`src/rtl/data_frag_ctrl_pkg.sv`:
```
// Shared types, datapath constants and TLP size arithmetic for the TX
// data-fragmentation path (controller and ECRC alignment logic).
package data_frag_package;

  localparam int BEAT_DW        = 8;
  localparam int MAX_PAYLOAD_DW = 1024;

  typedef enum logic {
    IDLE,
    SEND
  } frag_ctrl_state_e;

  // Header + payload + optional ECRC, in DW; length 0 encodes a max payload.
  function automatic logic [10:0] calc_total_dw(
    input logic       hdr_4dw,
    input logic       has_data,
    input logic [9:0] length,
    input logic       td
  );
    logic [10:0] payload;
    payload = (length == 10'd0) ? 11'(MAX_PAYLOAD_DW) : {1'b0, length};
    return (hdr_4dw ? 11'd4 : 11'd3) + (has_data ? payload : 11'd0) + {10'd0, td};
  endfunction

endpackage

```
`src/rtl/data_frag_ctrl_if.sv`:
```
// Buffer-side, DLL-side and power-management signals of the fragmentation
// controller; slave is the controller's view, master the environment's.
interface data_frag_ctrl_if #(
  parameter int CNT_W = 16
);
  logic             buf_ready;
  logic             tlp_hdr_4dw;
  logic             tlp_has_data;
  logic [9:0]       tlp_length;
  logic             tlp_td;
  logic             pm_block;
  logic             dll_ready;
  logic             frag_start;
  logic             buf_rd_en;
  logic             dll_valid;
  logic             dll_sop;
  logic             dll_eop;
  logic [3:0]       dll_dw_cnt;
  logic             pm_idle;
  logic [CNT_W-1:0] tlp_cnt;

  modport slave (
    input  buf_ready, tlp_hdr_4dw, tlp_has_data, tlp_length, tlp_td,
           pm_block, dll_ready,
    output frag_start, buf_rd_en, dll_valid, dll_sop, dll_eop,
           dll_dw_cnt, pm_idle, tlp_cnt
  );

  modport master (
    output buf_ready, tlp_hdr_4dw, tlp_has_data, tlp_length, tlp_td,
           pm_block, dll_ready,
    input  frag_start, buf_rd_en, dll_valid, dll_sop, dll_eop,
           dll_dw_cnt, pm_idle, tlp_cnt
  );

endinterface

```
`src/rtl/data_frag_ctrl_len_calc.sv`:
```
// Combinational TLP size: total DW, 256-bit beat count and valid DWs in the
// final beat.
module data_frag_len_calc
  import data_frag_package::*;
(
  input  logic        hdr_4dw,
  input  logic        has_data,
  input  logic [9:0]  length,
  input  logic        td,
  output logic [10:0] total_dw,
  output logic [7:0]  beats,
  output logic [3:0]  last_dw
);

  assign total_dw = calc_total_dw(hdr_4dw, has_data, length, td);
  assign beats    = 8'((total_dw + 11'(BEAT_DW - 1)) >> 3);
  assign last_dw  = (total_dw[2:0] == 3'd0) ? 4'(BEAT_DW) : {1'b0, total_dw[2:0]};

endmodule

```
`src/rtl/data_frag_ctrl.sv`:
```
// TX fragmentation sequencer: accepts one TLP from the buffer head and paces
// its beats to the DLL under valid/ready, gating new starts for PM requests.
module data_frag_ctrl
  import data_frag_package::*;
#(
  parameter int CNT_W = 16
) (
  input  logic           clk,
  input  logic           arst,
  data_frag_ctrl_if.slave bus
);

  frag_ctrl_state_e state;
  logic [7:0]       beats;
  logic [7:0]       beat_rem;
  logic [3:0]       last_dw;
  logic [3:0]       last_dw_q;
  logic [CNT_W-1:0] tlp_cnt_q;
  logic             accept;

  data_frag_len_calc u_len_calc (
    .hdr_4dw  (bus.tlp_hdr_4dw),
    .has_data (bus.tlp_has_data),
    .length   (bus.tlp_length),
    .td       (bus.tlp_td),
    .total_dw (),
    .beats    (beats),
    .last_dw  (last_dw)
  );

  assign accept        = bus.dll_valid && bus.dll_ready;
  assign bus.buf_rd_en = accept;
  assign bus.tlp_cnt   = tlp_cnt_q;

  // NOTE: all state uses <= so every branch reads pre-edge values; mixing in
  // blocking assignments here would make results depend on statement order.
  always_ff @(posedge clk) begin
    if (arst) begin
      state          <= IDLE;
      beat_rem       <= '0;
      last_dw_q      <= '0;
      tlp_cnt_q      <= '0;
      bus.frag_start <= 1'b0;
      bus.dll_valid  <= 1'b0;
      bus.dll_sop    <= 1'b0;
      bus.dll_eop    <= 1'b0;
      bus.dll_dw_cnt <= '0;
      bus.pm_idle    <= 1'b0;
    end else begin
      bus.frag_start <= 1'b0;
      case (state)
        IDLE: begin
          bus.pm_idle <= bus.pm_block;
          if (bus.buf_ready && !bus.pm_block) begin
            bus.frag_start <= 1'b1;
            beat_rem       <= beats;
            last_dw_q      <= last_dw;
            state          <= SEND;
          end
        end
        SEND: begin
          bus.pm_idle <= 1'b0;
          if (!bus.dll_valid) begin
            // First SEND cycle follows frag_start: present beat 1.
            bus.dll_valid  <= 1'b1;
            bus.dll_sop    <= 1'b1;
            bus.dll_eop    <= (beat_rem == 8'd1);
            bus.dll_dw_cnt <= (beat_rem == 8'd1) ? last_dw_q : 4'(BEAT_DW);
          end else if (accept) begin
            beat_rem <= beat_rem - 8'd1;
            if (bus.dll_eop) begin
              bus.dll_valid  <= 1'b0;
              bus.dll_sop    <= 1'b0;
              bus.dll_eop    <= 1'b0;
              bus.dll_dw_cnt <= '0;
              tlp_cnt_q      <= tlp_cnt_q + 1'b1;
              state          <= IDLE;
            end else begin
              bus.dll_sop    <= 1'b0;
              bus.dll_eop    <= (beat_rem == 8'd2);
              bus.dll_dw_cnt <= (beat_rem == 8'd2) ? last_dw_q : 4'(BEAT_DW);
            end
          end
        end
        default: state <= IDLE;
      endcase
    end
  end

endmodule

```
`src/flat_wrapper.sv`:
```
// flat-port wrapper written by rule: the top's interface ports become plain ports
module data_frag_ctrl_flat import data_frag_package::*;
#(
  parameter int CNT_W = 16
)
  (clk, arst, bus_buf_ready, bus_tlp_hdr_4dw, bus_tlp_has_data, bus_tlp_length, bus_tlp_td, bus_pm_block, bus_dll_ready, bus_frag_start, bus_buf_rd_en, bus_dll_valid, bus_dll_sop, bus_dll_eop, bus_dll_dw_cnt, bus_pm_idle, bus_tlp_cnt);
  data_frag_ctrl_if #(.CNT_W(CNT_W)) bus_i ();
  input  logic clk;
  input  logic arst;
  input wire logic [$bits(bus_i.buf_ready)-1:0] bus_buf_ready;
  input wire logic [$bits(bus_i.tlp_hdr_4dw)-1:0] bus_tlp_hdr_4dw;
  input wire logic [$bits(bus_i.tlp_has_data)-1:0] bus_tlp_has_data;
  input wire logic [$bits(bus_i.tlp_length)-1:0] bus_tlp_length;
  input wire logic [$bits(bus_i.tlp_td)-1:0] bus_tlp_td;
  input wire logic [$bits(bus_i.pm_block)-1:0] bus_pm_block;
  input wire logic [$bits(bus_i.dll_ready)-1:0] bus_dll_ready;
  output wire logic [$bits(bus_i.frag_start)-1:0] bus_frag_start;
  output wire logic [$bits(bus_i.buf_rd_en)-1:0] bus_buf_rd_en;
  output wire logic [$bits(bus_i.dll_valid)-1:0] bus_dll_valid;
  output wire logic [$bits(bus_i.dll_sop)-1:0] bus_dll_sop;
  output wire logic [$bits(bus_i.dll_eop)-1:0] bus_dll_eop;
  output wire logic [$bits(bus_i.dll_dw_cnt)-1:0] bus_dll_dw_cnt;
  output wire logic [$bits(bus_i.pm_idle)-1:0] bus_pm_idle;
  output wire logic [$bits(bus_i.tlp_cnt)-1:0] bus_tlp_cnt;
  assign bus_i.buf_ready = bus_buf_ready;
  assign bus_i.tlp_hdr_4dw = bus_tlp_hdr_4dw;
  assign bus_i.tlp_has_data = bus_tlp_has_data;
  assign bus_i.tlp_length = bus_tlp_length;
  assign bus_i.tlp_td = bus_tlp_td;
  assign bus_i.pm_block = bus_pm_block;
  assign bus_i.dll_ready = bus_dll_ready;
  assign bus_frag_start = bus_i.frag_start;
  assign bus_buf_rd_en = bus_i.buf_rd_en;
  assign bus_dll_valid = bus_i.dll_valid;
  assign bus_dll_sop = bus_i.dll_sop;
  assign bus_dll_eop = bus_i.dll_eop;
  assign bus_dll_dw_cnt = bus_i.dll_dw_cnt;
  assign bus_pm_idle = bus_i.pm_idle;
  assign bus_tlp_cnt = bus_i.tlp_cnt;
  data_frag_ctrl #(.CNT_W(CNT_W)) u_core (.clk(clk), .arst(arst), .bus(bus_i));
endmodule
```
`config.mk`:
```
export PLATFORM = sky130hd
export DESIGN_NAME = data_frag_ctrl_flat
export DESIGN_NICKNAME = d
export VERILOG_FILES = /design/src/rtl/data_frag_ctrl_pkg.sv /design/src/rtl/data_frag_ctrl_if.sv /design/src/rtl/data_frag_ctrl_len_calc.sv /design/src/rtl/data_frag_ctrl.sv /design/src/flat_wrapper.sv
export SDC_FILE = /design/constraint.sdc
export NUM_CORES = 1
export LEC_CHECK = 0
export CAP_MARGIN = 20
export CORE_ASPECT_RATIO = 0.75
export CORE_MARGIN = 2
export CORE_UTILIZATION = 49
export CTS_CLUSTER_SIZE = 24
export DETAILED_ROUTE_END_ITERATION = 10
export GPL_ROUTABILITY_DRIVEN = 0
export HOLD_SLACK_MARGIN = 0.02
export PLACE_DENSITY = 0.76
export REMOVE_ABC_BUFFERS = 1
export SYNTH_ARGS = -nofsm -noshare
export SYNTH_HDL_FRONTEND = slang
export SYNTH_SLANG_ARGS = --single-unit
```
`constraint.sdc`:
```
create_clock -name clk -period 3.07 [get_ports clk]
set_input_delay 0.307 -clock clk [delete_from_list [all_inputs] [get_ports clk]]
set_output_delay 0.307 -clock clk [all_outputs]
set_load 0.05 [all_outputs]
```
==> out/results.ini <==
[cts]
clock_tree.root_cell = clkbuf_8
cts_setup_buffers = 0
clkLatencyLatePin_ns = 0.29
tritoncts.num_buffers = 5
numClockSinks = 38
cts_hold_buf = 0
clock_path_buffers = 2
path_clk_slew_ns = 0.07
cts_resized = 0
cts_tree = built
h-tree-depth = 2

[setup_path]
cp-startpoint = bus_tlp_hdr_4dw
r2r-end = u_core.bus.tlp_cnt[15]$_SDFFE_PP0P_
rrSetupSlack_ns = 0.85
crit_path_end = u_core.beat_rem[6]$_SDFFE_PP0P_
worst-setup-path-type = in2reg
r2r_cells = 7
r2r-start = u_core.state$_SDFF_PP0_
endpoint_kind = flop
cp_max_fo = 4
worst_ep_arrival_time_ns = 3.09
cp-start-kind = input pin
worst_ep_required_time_ns = 3.28

[min_path]
hold_class = reg2reg
hp-start = u_core.last_dw_q[1]$_SDFFE_PP0P_

[floorplan]
floorplan.initialDensity = 0.506
coreArea_um2 = 4410
die_x_um = 82.0
io_pins = 44
fp.dieArea_um2 = 5120
die_y_um = 62.5
rows = 21

[routing]
post_drt_wl_per_cell_um = 12.8
routed_via_density = 5.36
ant_nets = 0
wl_um = 4920
detail_route.first_pass.iterations = 4
vias = 2058
drtIter0Drc = 113
drcViolationCount = 0

[timing]
final-setup-viol-count = 0
maxSlewViolCount = 0
rsz0062_at_grt = no
setup_tns_ns = 0
slew_headroom = 0.656
tightest_slew_ns = 0.514
finalCriticalPeriod_ns = 2.88
hold_viol = 0
setup_ws_ns = 0.190
timing.hold.ws_ns = 0.461
fmax_mhz = 347
fin_skew_ns = 0.00920
finalCritPeriodShare = 0.938

[finish]
diodes = 0
drive_gt1_frac = 0.0795
area.sequential_um2 = 761
fin_util = 0.642
multi_input_area_um2 = 1370
fin_nets = 353
fill_cells = 386
syn2layout_area_growth_pct = 26.8

[power_and_ir_drop]
pwr-share-seq = 0.479
total_leakage_power_nw = 1.03
switchingPower_w = 0.000329
internal_power_w = 0.000771
max-vdd-ir-drop_mv = 0.236
p_clk_frac = 0.294
power_density_nw_per_um2 = 388
p_comb_frac = 0.227
power_switching_share = 0.299

[yosys]
async_flop_share = 0
seq_area_frac_synth = 0.341
yosysTopAreaCell = dfxtp_1
syn_area_um2 = 2230
yosysWarnings = 0
syn_area_per_cell_um2 = 8.00
synth_compound_area_frac = 0.163
synth-seq-cells = 38
synth.top_cell.area_share = 0.341
synthAdderAreaFrac = 0.0515
synthCells = 279
synth.area.top_cells = dfxtp_1 (34%), nor2_1 (7.2%), xor2_1 (5.5%), xnor2_1 (4.3%), nand2_1 (3.5%)
muxShareOfSynthArea = 0.0134
ys_types = 55
synth_edf_count = 0
synth_top_family_by_area = simple AND/OR/NAND/NOR gates
yosys.area_share.simple = 0.286
synthFlopType = dfxtp_1
synthXorXnorAreaFrac = 0.0980

[global_route]
grt_max_degree = 33
track_usage = 0.202
grt_pass1_wl_um = 8310
grt_remaining_overflow = 0
first_global_vias = 1859
antenna_found_initial = 0

[placed_design]
place_hpwl_um = 3780
port_buffers = 43
pre_cts_slack_ns = -0.0857

[run]
maxCapViolations = 0

[run_status]
outcome = completed

-- sequential cells by signal, summed over array words and instances, names as in the netlist --
name                   flops
u_core.beat_rem            8
u_core.bus.pm_idle         1
u_core.bus.dll_valid       1
u_core.bus.tlp_cnt        16
u_core.bus.dll_dw_cnt      4
u_core.bus.frag_start      1
u_core.last_dw_q           4
u_core.state               1
u_core.bus.dll_sop         1
u_core.bus.dll_eop         1
-- layout make-up --
class / instances / share of cell area
Tap cell: 57 / 0.0252
Sequential cell: 38 / 0.269
Inverter: 11 / 0.0146
Clock inverter: 2 / 0.00353
Clock buffer: 5 / 0.0243
Timing Repair Buffer: 54 / 0.181
Multi-Input combinational cell: 217 / 0.483
-- cells by family after synthesis --
kind of cell,Yosys count
AO/OA/AOI/OAI,55
XOR/XNOR,25
flip-flops,38
buffers and inverters,24
adder cells (fa/ha/maj),8
multiplexers,3
AND/OR/NAND/NOR,126
-- worst max-delay path, stage by stage --
cell	delay, ns
clkdlybuf4s50_1	0.52
fa_1	0.21
inv_1	0.06
fa_1	0.43
a21oi_2	0.27
or2_1	0.16
o2111ai_1	0.12
o21a_1	0.16
or4b_4	0.54
xor2_1	0.17
a21oi_1	0.15
-- cell usage after synthesis (all sizes together), types with 2 or more instances --
cell and count:
o21ai 12, nand2b 2, nor4 2, ha 6, nor3 9, o2111ai 2
nor2b 3, a31oi 4, and2 4, mux2i 3, nand2 22, nor2 43
nand4 6, inv 11, a211oi 2, nand3b 3, xor2 14, nor3b 3
nand3 15, buf 6, a21oi 16, a22oi 4, xnor2 11, or2 2
fa 2, and4 2, dfxtp 38, and3 4, a211o 2, clkbuf 7
or3 3, a2bb2oi 2
-- power groups by stage --
stage                     registers, W  clock network [W]  logic [W]
final                         0.000527           0.000324   0.000249
after global routing          0.000529           0.000349   0.000277
after CTS                     0.000527           0.000329   0.000250
after detailed placement      0.000538                  0   0.000249
after global placement        0.000538                  0   0.000245
after floorplan               0.000551                  0   0.000136
-- worst min path at each step --
stage	endpoint	cells after the start
floorplan	u_core.bus.dll_dw_cnt[3]$_SDFFE_PP0P_	1
global placement	u_core.last_dw_q[1]$_SDFFE_PP0P_	2
detailed placement	u_core.last_dw_q[1]$_SDFFE_PP0P_	2
CTS	u_core.last_dw_q[1]$_SDFFE_PP0P_	2
global route	u_core.bus.dll_dw_cnt[3]$_SDFFE_PP0P_	2
finish	u_core.last_dw_q[1]$_SDFFE_PP0P_	2
-- per-layer routing --
layer | part of all wire | track usage | vias up
met5 | 0 | 0 | -
met4 | 0.012 | 0.0729 | 0
met3 | 0.052 | 0.0347 | 5
met2 | 0.43 | 0.300 | 57
met1 | 0.51 | 0.290 | 917
li1 | - | - | 1079
-- placed cells by master (no fill, tap or decap), drive strengths merged, types with 3 or more instances in the layout --
cell,count
o21ai,12
and2,4
or3,3
xor2,14
nor2b,3
mux2i,3
nand3,15
nand4,6
nor3,9
nand2,22
dfxtp,38
clkbuf,5
ha,6
nor2,43
a31oi,4
buf,11
nor3b,3
inv,11
nand3b,3
xnor2,11
and3,4
a22oi,4
clkdlybuf4s50,43
a21oi,16
-- per-stage QoR --
stage	cell area, um^2	std cells	power (W)
3_3_place_gp	2750	377	0.000783
5_1_grt	2830	384	0.00116
4_1_cts	2830	384	0.00111
6_report	2830	384	0.00110
3_5_place_dp	2750	377	0.000787
2_1_floorplan	2170	266	0.000687
No activity file was read; power rests on OpenSTA's default activity.
